### config.mk
export PLATFORM = sky130hd
export DESIGN_NAME = btn_debounce
export DESIGN_NICKNAME = d
export VERILOG_FILES = /design/src/rtl/btn_debounce.sv
export SDC_FILE = /design/constraint.sdc
export NUM_CORES = 1
export LEC_CHECK = 0
export CORE_ASPECT_RATIO = 1.5
export CORE_MARGIN = 5
export CORE_UTILIZATION = 50
export CTS_CLUSTER_DIAMETER = 100
export DETAILED_ROUTE_END_ITERATION = 7
export PLACE_DENSITY = 0.69
export SLEW_MARGIN = 25
export SYNTH_ARGS = -nofsm -noshare
export SYNTH_HDL_FRONTEND = slang
export SYNTH_SLANG_ARGS = --single-unit
### constraint.sdc
create_clock -name clk -period 2.5 [get_ports clk]
set_input_delay 0.25 -clock clk [delete_from_list [all_inputs] [get_ports clk]]
set_output_delay 0.25 -clock clk [all_outputs]
set_load 0.01 [all_outputs]
### src/rtl/btn_debounce.sv
// Per-channel button synchroniser, debouncer, edge pulses and sticky move request.
// Define BTN_REPEAT_EN to enable hold-to-repeat press pulses.
module btn_debounce #(
    parameter int N_BTN         = 4,
    parameter int CNT_W         = 20,
    parameter int DEB_CYCLES    = 1000000,
    parameter int REPEAT_DELAY  = 50000000,
    parameter int REPEAT_PERIOD = 10000000
) (
    input  logic             clk,
    input  logic             rstn,
    input  logic [N_BTN-1:0] btn_n,
    input  logic [N_BTN-1:0] ack,
    output logic [N_BTN-1:0] btn_state,
    output logic [N_BTN-1:0] press_pulse,
    output logic [N_BTN-1:0] release_pulse,
    output logic [N_BTN-1:0] move_pending,
    output logic             any_pending
);

    localparam logic [CNT_W-1:0] DEB_LAST = CNT_W'(DEB_CYCLES - 1);

    logic [N_BTN-1:0] sync1_q, sync2_q, p;
    logic [N_BTN-1:0] state_q, state_d;
    logic [N_BTN-1:0] press_q, press_d;
    logic [N_BTN-1:0] rel_q, rel_d;
    logic [N_BTN-1:0] pend_q, pend_d;
    logic [CNT_W-1:0] cnt_q [N_BTN];
    logic [CNT_W-1:0] cnt_d [N_BTN];

`ifdef BTN_REPEAT_EN
    localparam int HOLD_W = $clog2(REPEAT_DELAY + 1);
    localparam logic [HOLD_W-1:0] REP_AT = HOLD_W'(REPEAT_DELAY);
    localparam logic [HOLD_W-1:0] REP_RELOAD = HOLD_W'(REPEAT_DELAY - REPEAT_PERIOD);

    logic [N_BTN-1:0]  rep_q, rep_d;
    logic [HOLD_W-1:0] hold_q [N_BTN];
    logic [HOLD_W-1:0] hold_d [N_BTN];
`else
    localparam int unused_rep = REPEAT_DELAY + REPEAT_PERIOD;
`endif

    always_comb begin
        p       = ~sync2_q;
        state_d = state_q;
        press_d = '0;
        rel_d   = '0;
`ifdef BTN_REPEAT_EN
        rep_d   = '0;
`endif
        for (int i = 0; i < N_BTN; i++) begin
            cnt_d[i] = '0;
            if (p[i] != state_q[i]) begin
                if (cnt_q[i] == DEB_LAST) begin
                    state_d[i] = p[i];
                    press_d[i] = p[i];
                    rel_d[i]   = ~p[i];
                end else begin
                    cnt_d[i] = cnt_q[i] + 1'b1;
                end
            end
`ifdef BTN_REPEAT_EN
            // Reload keeps the counter bounded: next fire is one period away.
            hold_d[i] = '0;
            if (state_q[i] && state_d[i]) begin
                hold_d[i] = hold_q[i] + 1'b1;
                if (hold_d[i] == REP_AT) begin
                    rep_d[i]   = 1'b1;
                    press_d[i] = 1'b1;
                    hold_d[i]  = REP_RELOAD;
                end
            end
`endif
        end
`ifdef BTN_REPEAT_EN
        pend_d = (pend_q & ~ack) | rel_q | rep_q;
`else
        pend_d = (pend_q & ~ack) | rel_q;
`endif
    end

    always_ff @(posedge clk or negedge rstn) begin
        if (!rstn) begin
            sync1_q <= '1;
            sync2_q <= '1;
            state_q <= '0;
            press_q <= '0;
            rel_q   <= '0;
            pend_q  <= '0;
            for (int i = 0; i < N_BTN; i++) cnt_q[i] <= '0;
        end else begin
            sync1_q <= btn_n;
            sync2_q <= sync1_q;
            state_q <= state_d;
            press_q <= press_d;
            rel_q   <= rel_d;
            pend_q  <= pend_d;
            for (int i = 0; i < N_BTN; i++) cnt_q[i] <= cnt_d[i];
        end
    end

`ifdef BTN_REPEAT_EN
    always_ff @(posedge clk or negedge rstn) begin
        if (!rstn) begin
            rep_q <= '0;
            for (int i = 0; i < N_BTN; i++) hold_q[i] <= '0;
        end else begin
            rep_q <= rep_d;
            for (int i = 0; i < N_BTN; i++) hold_q[i] <= hold_d[i];
        end
    end
`endif

    assign btn_state     = state_q;
    assign press_pulse   = press_q;
    assign release_pulse = rel_q;
    assign move_pending  = pend_q;
    assign any_pending   = |pend_q;

endmodule
==> results.txt <==
----------------------------------------------------
[Setup path]
  Worst setup slack for register-to-register paths ... 290 ps
  Launching element type of the critical path ... flip-flop
  Critical path start-end classification ... flip-flop to flip-flop
  Biggest cell delay along the critical path ... 560 ps
  Crit-path slowest cell ... or4_4
  Data arrival time of the critical path ... 2420 ps
  CP startpoint ... cnt_q[26]
  Endpoint required time on the critical path ... 2710 ps
  Ordered list of cells on the worst path ... or4b_1 > or4_4 > o21ai_4 > nor2_1
  Maximum fanout count along the critical path ... 19
  Category of the worst setup path capture point ... flip-flop
  RR Startpoint ... cnt_q[26]

[Final layout]
  Synthesis-to-finish area growth ... 14.75%
  Post-Layout Cell Count ... 623
  Post-route design area ... 5569 um^2
  Proportion of layout cells with a drive suffix above 1 ... 0.07874
  Fillcell total ... 851
  Area of combinational cells with multiple inputs ... 2110 um^2
  Sequential cell area ... 2613 um^2
  Antenna Cells ... 0
  Nets@finish ... 517

[Power and ir drop]
  Pwr Density ... 619.2 nW/um^2
  IR Drop Worst-Case VDD ... 437.8 uV
  Leakage dissipation ... 2.264 nW

[Drt]
  WL final ... 9285 um
  Per-cell via count in the routed design ... 5.754
  Residual DRC ... 0
  Number of vias after detailed routing ... 3,585
  DRT Pass-1 Iters ... 4
  Initial drt markers ... 211
  ANT nets after route ... 0
  Post-DR wirelength/cell ... 14.90 um

[Floorplanning]
  I/O pin count ... 27
  Die X ... 90.45 um
  CORE AREA ... 9579 um^2
  Die area ... 11,820 um^2
  Vert. Die Dim ... 130.7 um
  Number of placement rows ... 44
  Initial core utilization ... 0.5067

[Timing]
  Number of hold violations in the final report ... 0
  Fraction of the cycle the final worst path needs ... 0.8832
  Unrepaired setup endpoints after global routing ... false
  F_max ... 452.9 MHz
  Total count of max-transition violations in the final report ... 0
  Finish-stage setup viols ... 0
  Aggregate negative setup slack ... 0 ps
  Final worst clock skew ... 7.090 ps
  Normalized max-slew margin ... 0.6377
  Worst hold margin ... 301.9 ps
  Minimum clock period after layout ... 2208 ps
  Actual slew at the worst max-slew pin ... 543.4 ps

[Global routing]
  Pin count of the biggest net entering global routing ... 45
  Global route total overflow ... 0
  Number of global-route vias before repair ... 3,661
  Global-route usage over all layers ... 0.1727
  First-pass GRT wire length ... 16,700 um
  Antenna violations before repair ... 0

[Run status]
  Result of the run ... completed

[Synth]
  Number of warnings printed during yosys synthesis ... 0
  Synth Cell Area ... 4853 um^2
  Average instance area after synthesis ... 10.24 um^2
  Fraction of registers with async set/reset ... 1.000
  Flop and latch count out of synthesis ... 104
  Sequential cell area fraction in the yosys report ... 0.5383
  Post-synth EDFFs ... 0
  Mapped Cells ... 474
  Yosys cell types ... 38
  Post-synth top area share ... 0.4950
  Mapped Nets ... 488
  Main area contributors after synthesis ... dfrtp_1, xor2_1, dfstp_2, nor2_1, xnor2_1
  Top cell type by total area after synthesis ... dfrtp_1
  Post-synth top flop ... dfrtp_1

[Clock network]
  CTS sink count ... 104
  Number of gates resized after CTS ... 0
  Number of clock buffers inserted by TritonCTS ... 9
  Root cell of the clock tree ... clkbuf_16
  TritonCTS clock tree ... done
  Clock transition at the registers of the reported paths ... 70 ps
  Insertion delay to the later sink of the worst-skew pair ... 350 ps
  Maximum buffer depth of the clock tree ... 2
  Post-CTS setup buffer count ... 0
  H-tree depth ... 3
  Number of hold-repair buffers added at the cts stage ... 1

[Job]
  # Max-Cap Violations ... 0

[Hold path]
  Class of the tightest hold or removal check ... input port to flip-flop
  Worst Hold Launch ... btn_n[2]

[Place]
  Post-detailed-placement half-perimeter wirelength ... 6460 um
  # placed instances ... 606
  Area post-placement ... 5223 um^2
  RD Place Congestion ... 0.8228
  # port buffers ... 26

----------------------------------------------------
-- logic make-up (layout without fill, tap and decap cells) --
family | Yosys count | after routing | synth area share
AND/OR/NAND/NOR | 220 | 220 | 0.2462
flip-flops | 104 | 104 | 0.5383
AO/OA/AOI/OAI | 68 | 68 | 0.08765
XOR/XNOR | 49 | 49 | 0.08842
buffers and inverters | 28 | 62 | 0.02707
adder cells (fa/ha/maj) | 4 | 4 | 0.01031
multiplexers | 1 | 1 | 0.002062
-- flip-flops by register name, summed over array words and instances, names as in the netlist --
signal         flops
sync1_q            4
move_pending       4
cnt_q             80
press_pulse        4
release_pulse      4
btn_state          4
sync2_q            4
-- through the flow --
| stage | setup WS (ps) | power [mW] | util |
|---|---|---|---|
| after floorplan | 483.4 | 1.810 | - |
| after detailed placement | 289.3 | 1.878 | 0.5452 |
| after global placement | 325.5 | 1.875 | 0.5452 |
| after global routing | 132.6 | 3.563 | 0.5814 |
| final | 292.0 | 3.448 | 0.5814 |
| after CTS | 278.4 | 3.481 | 0.5814 |
-- synth_stat cells (9+ instances only) --
master and instances:
and3_1 9, or4_1 25, nand2_1 32, nor2_1 56, nand4_1 14, dfrtp_1 96, nor3_1 12, xor2_1 25
o21ai_0 21, inv_1 15, or3_1 15, nand3_1 27, xnor2_1 24, a21oi_1 26, o31ai_1 12
-- cell usage in the layout, fill, tap and decap left out, types with 4 or more instances in the layout --
cell type,Yosys,final
or4_1,25,25
nand3_1,27,27
a21oi_1,26,26
nor3_1,12,12
clkbuf_16,0,9
a21o_1,4,4
dfstp_2,8,8
dfrtp_1,96,96
ha_1,4,4
and2_1,4,4
nand4_1,14,14
o31ai_1,12,12
nand2_1,32,32
buf_4,0,4
o21ai_0,21,21
or3_1,15,15
nor2_1,56,56
clkdlybuf4s50_1,0,25
inv_1,15,15
and3_1,9,9
xor2_1,25,25
xnor2_1,24,24
and4_1,4,4
nor4_1,4,4
-- worst max-delay path: cells and delay by family (launching register included) --
kind	cells	cell delay, ps
AO/OA/AOI/OAI	1	430
flip-flops	1	430
AND/OR/NAND/NOR	3	1210
-- final timing paths --
check,to,cells after the start
max in group asynchronous,sync1_q[2],3
max reg2reg,cnt_q[22],4
max,cnt_q[22],4
min,sync1_q[2],1
min reg2reg,sync2_q[0],0
min in group asynchronous,cnt_q[76],2
-- power breakdown --
group | switching [mW] | total (mW) | internal, mW
combinational | 0.0706 | 0.111 | 0.0401
clock | 0.623 | 1.60 | 0.982
sequential | 0.0233 | 1.73 | 1.71
total | 0.717 | 3.45 | 2.73
-- layout make-up --
cell class | count | share of cell area
well taps | 115 | 0.02584
multi-input cells | 342 | 0.3788
flip-flops and latches | 104 | 0.4691
clock buffers | 11 | 0.04179
repair buffers | 31 | 0.05572
clock inverters | 5 | 0.01865
inverters | 15 | 0.01011
-- per-layer routing --
metal	routed length, um	vias to the layer above	global-route usage
li1	-	1745	-
met1	4139	1765	0.2097
met2	4624	61	0.2987
met3	353	14	0.03608
met4	166	0	0.07537
met5	0	-	0
No activity file was read; power rests on OpenSTA's default activity.
